[src/rtl/mulseq.sv]
// Sequential integer multiplier retiring BPC multiplier bits per cycle.
// Covers MUL/MULH/MULHSU/MULHU and the 32-bit MULW word form on XLEN=64.
module mulseq #(
    parameter int XLEN = 64,
    parameter int BPC  = 4
) (
    input  logic            clk,
    input  logic            reset,
    input  logic            StartE,
    input  logic            FlushE,
    input  logic [XLEN-1:0] SrcAE,
    input  logic [XLEN-1:0] SrcBE,
    input  logic [2:0]      Funct3E,
    input  logic            WE,
    output logic            Busy,
    output logic            Done,
    output logic [XLEN-1:0] Result,
    output logic [1:0]      state_o
);
    localparam int N  = XLEN / BPC;
    localparam int NW = 32 / BPC;
    localparam int CW = $clog2(N);

    typedef enum logic [1:0] {IDLE, RUN, FIX, DONE} state_t;

    state_t            state_q;
    logic [CW-1:0]     cnt_q;
    logic [2*XLEN:0]   acc_q;
    logic [XLEN-1:0]   a_q, b_q;
    logic [1:0]        f_q;
    logic              w_q;
    logic              busy_q, done_q;
    logic [XLEN-1:0]   res_q;

    logic              accept, w_in;
    logic [XLEN-1:0]   a_in, b_in;
    logic [XLEN+BPC-1:0] pp;
    logic [XLEN+BPC:0] sum;
    logic [2*XLEN:0]   acc_d;
    logic [XLEN-1:0]   hi_s, wres, res_d;
    logic              a_neg, b_neg;

    // Handshake: a request is taken on an edge with StartE=1, FlushE=0 and
    // the FSM in IDLE or DONE; StartE at any other time is dropped, not queued.
    assign accept = StartE && !FlushE && (state_q == IDLE || state_q == DONE);
    assign w_in   = WE && (XLEN == 64);
    assign a_in   = w_in ? (SrcAE & XLEN'(64'hFFFF_FFFF)) : SrcAE;
    assign b_in   = w_in ? (SrcBE & XLEN'(64'hFFFF_FFFF)) : SrcBE;

    // Unsigned radix-2^BPC step: add A*digit into the high half, shift right.
    always_comb begin
        pp    = {{BPC{1'b0}}, a_q} * {{XLEN{1'b0}}, acc_q[BPC-1:0]};
        sum   = {{BPC{1'b0}}, acc_q[2*XLEN:XLEN]} + {1'b0, pp};
        acc_d = {sum, acc_q[XLEN-1:BPC]};
    end

    // Signed high halves come from the unsigned product minus the operand
    // weighted by the other operand's sign bit.
    always_comb begin
        a_neg = a_q[XLEN-1] && (f_q == 2'b01 || f_q == 2'b10);
        b_neg = b_q[XLEN-1] && (f_q == 2'b01);
        hi_s  = acc_q[2*XLEN-1:XLEN] - (a_neg ? b_q : '0) - (b_neg ? a_q : '0);
        wres  = {XLEN{acc_q[XLEN-1]}};
        wres[31:0] = acc_q[XLEN-1 -: 32];
        if (w_q)               res_d = wres;
        else if (f_q == 2'b00) res_d = acc_q[XLEN-1:0];
        else                   res_d = hi_s;
    end

    always_ff @(posedge clk or negedge reset) begin
        if (!reset) begin
            state_q <= IDLE;
            cnt_q   <= '0;
            acc_q   <= '0;
            a_q     <= '0;
            b_q     <= '0;
            f_q     <= '0;
            w_q     <= 1'b0;
            busy_q  <= 1'b0;
            done_q  <= 1'b0;
            res_q   <= '0;
        end else if (FlushE) begin
            state_q <= IDLE;
            busy_q  <= 1'b0;
            done_q  <= 1'b0;
        end else begin
            case (state_q)
                IDLE, DONE: begin
                    done_q <= 1'b0;
                    if (accept) begin
                        state_q <= RUN;
                        busy_q  <= 1'b1;
                        a_q     <= a_in;
                        b_q     <= b_in;
                        f_q     <= Funct3E[1:0];
                        w_q     <= w_in;
                        acc_q   <= {{(XLEN+1){1'b0}}, b_in};
                        cnt_q   <= w_in ? CW'(NW - 1) : CW'(N - 1);
                    end else begin
                        state_q <= IDLE;
                        busy_q  <= 1'b0;
                    end
                end
                RUN: begin
                    acc_q <= acc_d;
                    if (cnt_q == '0) state_q <= FIX;
                    else             cnt_q   <= cnt_q - 1'b1;
                end
                FIX: begin
                    res_q   <= res_d;
                    state_q <= DONE;
                    busy_q  <= 1'b0;
                    done_q  <= 1'b1;
                end
                default: begin
                    state_q <= IDLE;
                    busy_q  <= 1'b0;
                    done_q  <= 1'b0;
                end
            endcase
        end
    end

    assign Busy    = busy_q;
    assign Done    = done_q;
    assign Result  = res_q;
    assign state_o = state_q;
endmodule

[config.mk]
export PLATFORM = sky130hd
export DESIGN_NAME = mulseq
export DESIGN_NICKNAME = d
export VERILOG_FILES = /design/src/rtl/mulseq.sv
export SDC_FILE = /design/constraint.sdc
export NUM_CORES = 1
export LEC_CHECK = 0
export ABC_AREA = 1
export CORE_AREA = 2 2 180 315
export DETAILED_ROUTE_END_ITERATION = 6
export DIE_AREA = 0 0 182 317
export GPL_TIMING_DRIVEN = 0
export PLACE_DENSITY_LB_ADDON = 0.15
export REMOVE_ABC_BUFFERS = 1
export SYNTH_ARGS = -nofsm -noshare
export SYNTH_HDL_FRONTEND = slang
export SYNTH_SLANG_ARGS = --single-unit
[constraint.sdc]
create_clock -name clk -period 5.8 [get_ports clk]
set_input_delay 0.87 -clock clk [delete_from_list [all_inputs] [get_ports clk]]
set_output_delay 0.87 -clock clk [all_outputs]
set_load 0.02 [all_outputs]
==> flow_summary.toml, run 1 <==
[critical_path]
cp_data_required_time_ns = 6.19
endpoint_kind = "flop"
slowest_delay_ns = 1.17
crit_chain = "nand2_1 > nor2_1 > fa_1 > inv_1 > ha_1 > nand2_1 > nand2_1 > inv_1 > nand2_1 > inv_1 > nand2_1 > a21oi_1 > nand2_1 > xor2_1 > o21ai_0 > a21oi_1"
start_kind = "flop"
cp.arrival_ns = 6.24
slowest_stage = "o21ai_0"
worst-setup-path-type = "reg -> reg"
cp_max_fo = 33
crit_path_frequent_cell = "nand2_1"

[timing]
fmax_mhz = 171
tns_ns = -0.0529
fin_hold_ws_ns = 0.311
worst_slack_ns = -0.0529
hold_viol = 0
finClkSkew_ns = 0.0264
setup_violations = 1
fin_crit_sh_pct = 101
period_minus_slack_ns = 5.85
rsz0062_at_grt = "no"
drv_slew = 1
worst_pin_slew_ns = 1.50
max_slew_margin_pct = -0.895

[synth]
synth_area_mm2 = 0.0340
ys_top_cells_by_area = "dfrtp_1, nand2_1, fa_1, inv_1, nor2_1"
synth_seq_cells = 332
syn_inst = 5226
ys_warn_count = 0
synthDistinctLibCells = 42
yosys.area.top_type = "dfrtp_1"
postSynthAreaPerCell_um2 = 6.50
ys_seq_area_share_pct = 24.5
synth_top_area_share_pct = 24.5

[clock_tree]
cts_sinks = 332
cts_resized = 0
post_cts_buffers = 0
htree_levels = 2
clockRootBuffer = "clkbuf_16"
clk_pin_slew_ns = 0.07
clk_path_buf_depth = 3
cts_buffers = 36
cts_tree = "done"
cts_hold_buf = 0
clock_latency_ns = 0.59

[detailed_routing]
totalWireLength_um = 129000
detail-route-antenna-nets = 0
initialDrtViolationCount = 3383
dr.pass1.iters = 7
viasPerCell = 5.74
wl_per_cell_um = 21.3
dr_total_vias = 34800
drc = 0

[run_status]
violations = "max-capacitance violations, max-slew violations, negative setup slack"
status = "finished with violations"

[global_route]
grt_max_degree = 121
grt.total_usage_pct = 45.0
first_global_vias = 35200
antenna_found_initial = 5
overflow = 0
grt_pass1_wl_um = 195000

[run]
max_cap_viol_count = 1

[floorplanning]
io_pins = 204
die_area_mm2 = 0.0577
core_mm2 = 0.0551
die_h_um = 317
num_rows = 114
start_util_pct = 61.7
die_x_um = 182

[final_layout]
drive_above_1_share_pct = 1.86
syn2layout_area_growth_pct = 11.7
fin_nets = 5872

[placement]
gp_congestion = 1.03
port_buffers = 202
place_ws_ns = 0.104
dp_hpwl_um = 101000

[min_path]
hold_class = "in -> async"
-- cells in the final DEF, fill, tap and decap left out, types with 146 or more instances in the layout --
cell,count
nand2_1,1518
nor2_1,515
o21ai_0,286
clkdlybuf4s50_1,200
dfrtp_1,327
fa_1,251
nand3_1,149
inv_1,1281
a21oi_1,320
ha_1,146
-- critical path: cells and delay by family, from the launching register on --
kind / cells / cell delay [ns]
flip-flops: 1 / 0.65
XOR/XNOR: 1 / 0.27
AO/OA/AOI/OAI: 3 / 1.47
buffers and inverters: 3 / 0.21
adder cells (fa/ha/maj): 2 / 0.75
AND/OR/NAND/NOR: 7 / 2.27
-- layer usage --
metal,vias to the layer above,track usage (%),share of wire [%]
met5,-,0,0.033
met4,6,38.2,10
met3,566,9.01,9.1
met2,2049,76.7,48
met1,16300,48.0,33
li1,15900,-,-
-- cell type report --
cell class,instances,area [um^2]
inverter,1285,4830
fill,4667,17100
clock inverter,16,208
multi-input combinational,3460,20300
antenna,2,5.00
clock buffer,47,993
sequential,332,8320
tap,696,871
timing repair buffer,222,2440
-- metrics by stage --
stage,utilization [%],cells,instance area (um^2)
final,69.0,6060,38000
after global routing,69.0,6060,38000
after CTS,68.9,6056,37900
after detailed placement,66.7,5993,36700
after global placement,65.9,5975,36300
after floorplan,-,5077,33400
-- cell families (layout without fill, tap and decap cells) --
group	after synthesis	count (layout)	share of synthesized area (%)
AO/OA/AOI/OAI	781	781	12.8
buffers and inverters	1434	1570	15.9
AND/OR/NAND/NOR	2255	2255	26.0
XOR/XNOR	25	25	0.644
flip-flops	332	332	24.5
adder cells (fa/ha/maj)	399	399	20.2
other	0	2	0
-- synth_stat cells (all sizes together) --
library cell / number
nor3: 27
and2: 4
a211oi: 1
nand2: 1520
fa: 251
nor2: 516
a21o: 6
a21oi: 321
a32oi: 1
o211ai: 66
dfrtp: 332
or2: 3
ha: 148
xnor2: 2
o22ai: 16
clkbuf: 117
xor2: 23
nand3b: 9
o21a: 4
a32o: 1
o21ai: 300
a31oi: 5
nor4: 8
nand3: 150
a22o: 33
a22oi: 1
nand4: 17
inv: 1285
and3: 1
o31ai: 4
o21bai: 16
buf: 32
a21boi: 6
-- registers in the layout, summed over array words and instances (netlist names) --
name / flops
state_o: 2
f_q: 2
Done: 1
b_q: 64
w_q: 1
acc_q: 129
cnt_q: 4
a_q: 64
Result: 64
Busy: 1
-- path summary, 6_finish.rpt --
check | start | end | slack [ns] | cells past startpoint
min | reset | acc_q[71] | 0.31 | 1
min reg2reg | b_q[59] | b_q[59] | 0.49 | 2
max | a_q[63] | Result[27] | -0.05 | 16
min in group clk | b_q[59] | b_q[59] | 0.49 | 2
max reg2reg | a_q[63] | Result[27] | -0.05 | 16
max in group asynchronous | reset | b_q[55] | 4.23 | 2
Power of run 1 is left out: the tool's default activity adds up to more than one toggle a clock period on the data nets, which glitch-free logic cannot reach.
==> run 2: changes to the inputs <==
- CTS_CLUSTER_SIZE: unset -> 10
==> run 2 against run 1 <==
Effect of this change:
- the run ends with design-rule violations, max-capacitance violations, max-slew violations left
- critical endpoint is now Result[24]
- utilization decreased by 0.084 points
- register-to-register slack improved by 0.33 ns
- sequential share of layout area about the same
- first-iteration DRC count increased by 8.6%
- largest cell class unchanged
- via count decreased by 0.19%
- global-route usage decreased by 0.19 points
- critical path type unchanged
- final cell count about the same
- maximum frequency increased by 5.9%
- critical path depth increased by 3
- non-clock buffer count increased by 2
- worst setup slack improved by 0.33 ns
==> flow_summary.toml, run 2 (synthesized netlist as in run 1, its figures left out) <==
[clock_tree]
clk_path_buf_depth = 3
htree_levels = 2
cts_hold_buf = 0
cts_sinks = 332
clk_pin_slew_ns = 0.06
clockRootBuffer = "clkbuf_16"
clock_latency_ns = 0.57
cts_buffers = 40
cts_tree = "done"

[timing]
drv_slew = 2
rsz0062_at_grt = "no"
worst_pin_slew_ns = 1.59
fmax_mhz = 181
finClkSkew_ns = 0.0318
max_slew_margin_pct = -7.12
hold_viol = 0
setup_violations = 0
period_minus_slack_ns = 5.53
worst_slack_ns = 0.273
fin_crit_sh_pct = 95.3

[final_layout]
top_register = "acc_q"
layout_common_cells = "nand2_1, inv_1, nor2_1, dfrtp_1, a21oi_1"
fin_nets = 5879
post-route-util_pct = 68.9
layout_commonest_cell = "nand2_1"
final_area_mm2 = 0.0379
drive_above_1_share_pct = 1.77
syn2layout_area_growth_pct = 11.6
largest_reg_flops = 129

[detailed_routing]
drc = 1
viasPerCell = 5.74
totalWireLength_um = 128000
dr_total_vias = 34700
wl_per_cell_um = 21.2
detail-route-antenna-nets = 0
dr.pass1.iters = 7
initialDrtViolationCount = 3674

[critical_path]
cp_data_required_time_ns = 6.18
cp_max_fo = 33
cp.arrival_ns = 5.90
endpoint_kind = "flop"
start_kind = "flop"
worst-setup-path-type = "reg -> reg"

[floorplanning]
start_util_pct = 61.7
die_h_um = 317
die_area_mm2 = 0.0577
num_rows = 114
core_mm2 = 0.0551
die_x_um = 182
io_pins = 204

[placement]
dp_hpwl_um = 101000
place_ws_ns = 0.104
gp_congestion = 1.03
port_buffers = 202
placed_area_mm2 = 0.0367

[global_route]
antenna_found_initial = 6
grt_max_degree = 121
gr-max-usage-layer = "met2"
grt_util_met1_pct = 47.7
first_global_vias = 35000
grt.met2_usage_pct = 76.5
grt.total_usage_pct = 44.8
grt_pass1_wl_um = 195000
overflow = 0
grtUsageMet3_pct = 9.72

[run_status]
status = "finished with violations"
violations = "design-rule violations, max-capacitance violations, max-slew violations"

[run]
max_cap_viol_count = 1

[min_path]
hold_class = "in -> async"
-- run 2: changes by cell type in the layout (fill, tap and decap cells not counted), sizes merged, moves of 2 or more --
| cell | change |
|---|---|
| diode | +2 |
| clkbuf | +7 |
| clkinvlp | -3 |
| inv | -5 |
| bufinv | -4 |
| clkinv | -2 |
-- run 2: timing repair --
action                     CTS  global route
buffers inserted             0             1
setup endpoints to repair    0             1
gates resized for setup      0             2
-- run 2: critical path: stages (launching register included) --
cell	delay (ns)
dfrtp_1	0.32
inv_1	0.09
ha_1	0.23
nand2_1	0.83
nor2_1	0.15
fa_1	0.56
inv_1	0.05
ha_1	0.18
inv_1	0.05
nand2_1	0.14
fa_1	0.45
nand3_1	0.10
nand3_1	0.19
nand2_1	0.11
nand2_1	0.15
nand2_1	0.11
nand3_1	0.24
xor2_1	0.23
o21ai_0	0.95
a21oi_1	0.18
-- run 2: through the flow --
step / hold slack [ns] / cells / TNS (ns)
2_1_floorplan: 0.449 / 5077 / -148.85
6_report: 0.326 / 6056 / 0
4_1_cts: 0.381 / 6047 / 0
3_5_place_dp: 0.468 / 5993 / 0
3_3_place_gp: 0.464 / 5975 / -4524.83
5_1_grt: 0.419 / 6054 / 0
-- run 2: final cells by class --
class	count	area (um^2)
multi-input combinational	3460	20300
fill	4677	17100
sequential	332	8320
inverter	1285	4830
timing repair buffer	224	2460
clock buffer	53	1110
tap	696	871
antenna	4	10.0
clock inverter	1	5.00
timing repair inverter	1	5.00
-- run 2: worst paths after layout --
| path | start | endpoint | slack [ns] | depth (start not counted) |
|---|---|---|---|---|
| setup reg to reg | f_q[1] | Result[24] | 0.27 | 19 |
| hold / removal | reset | acc_q[72] | 0.33 | 1 |
| setup / recovery | f_q[1] | Result[24] | 0.27 | 19 |
| hold reg to reg | b_q[33] | b_q[33] | 0.48 | 2 |
| max in group asynchronous | reset | Result[61] | 4.20 | 2 |
| min in group clk | b_q[33] | b_q[33] | 0.48 | 2 |
-- run 2: metal layers --
metal / wire, um / vias up
met5: 47 / -
met4: 13100 / 6
li1: - / 15900
met2: 61400 / 2020
met1: 42400 / 16200
met3: 11300 / 578
Power of run 2 is left out for the same reason.
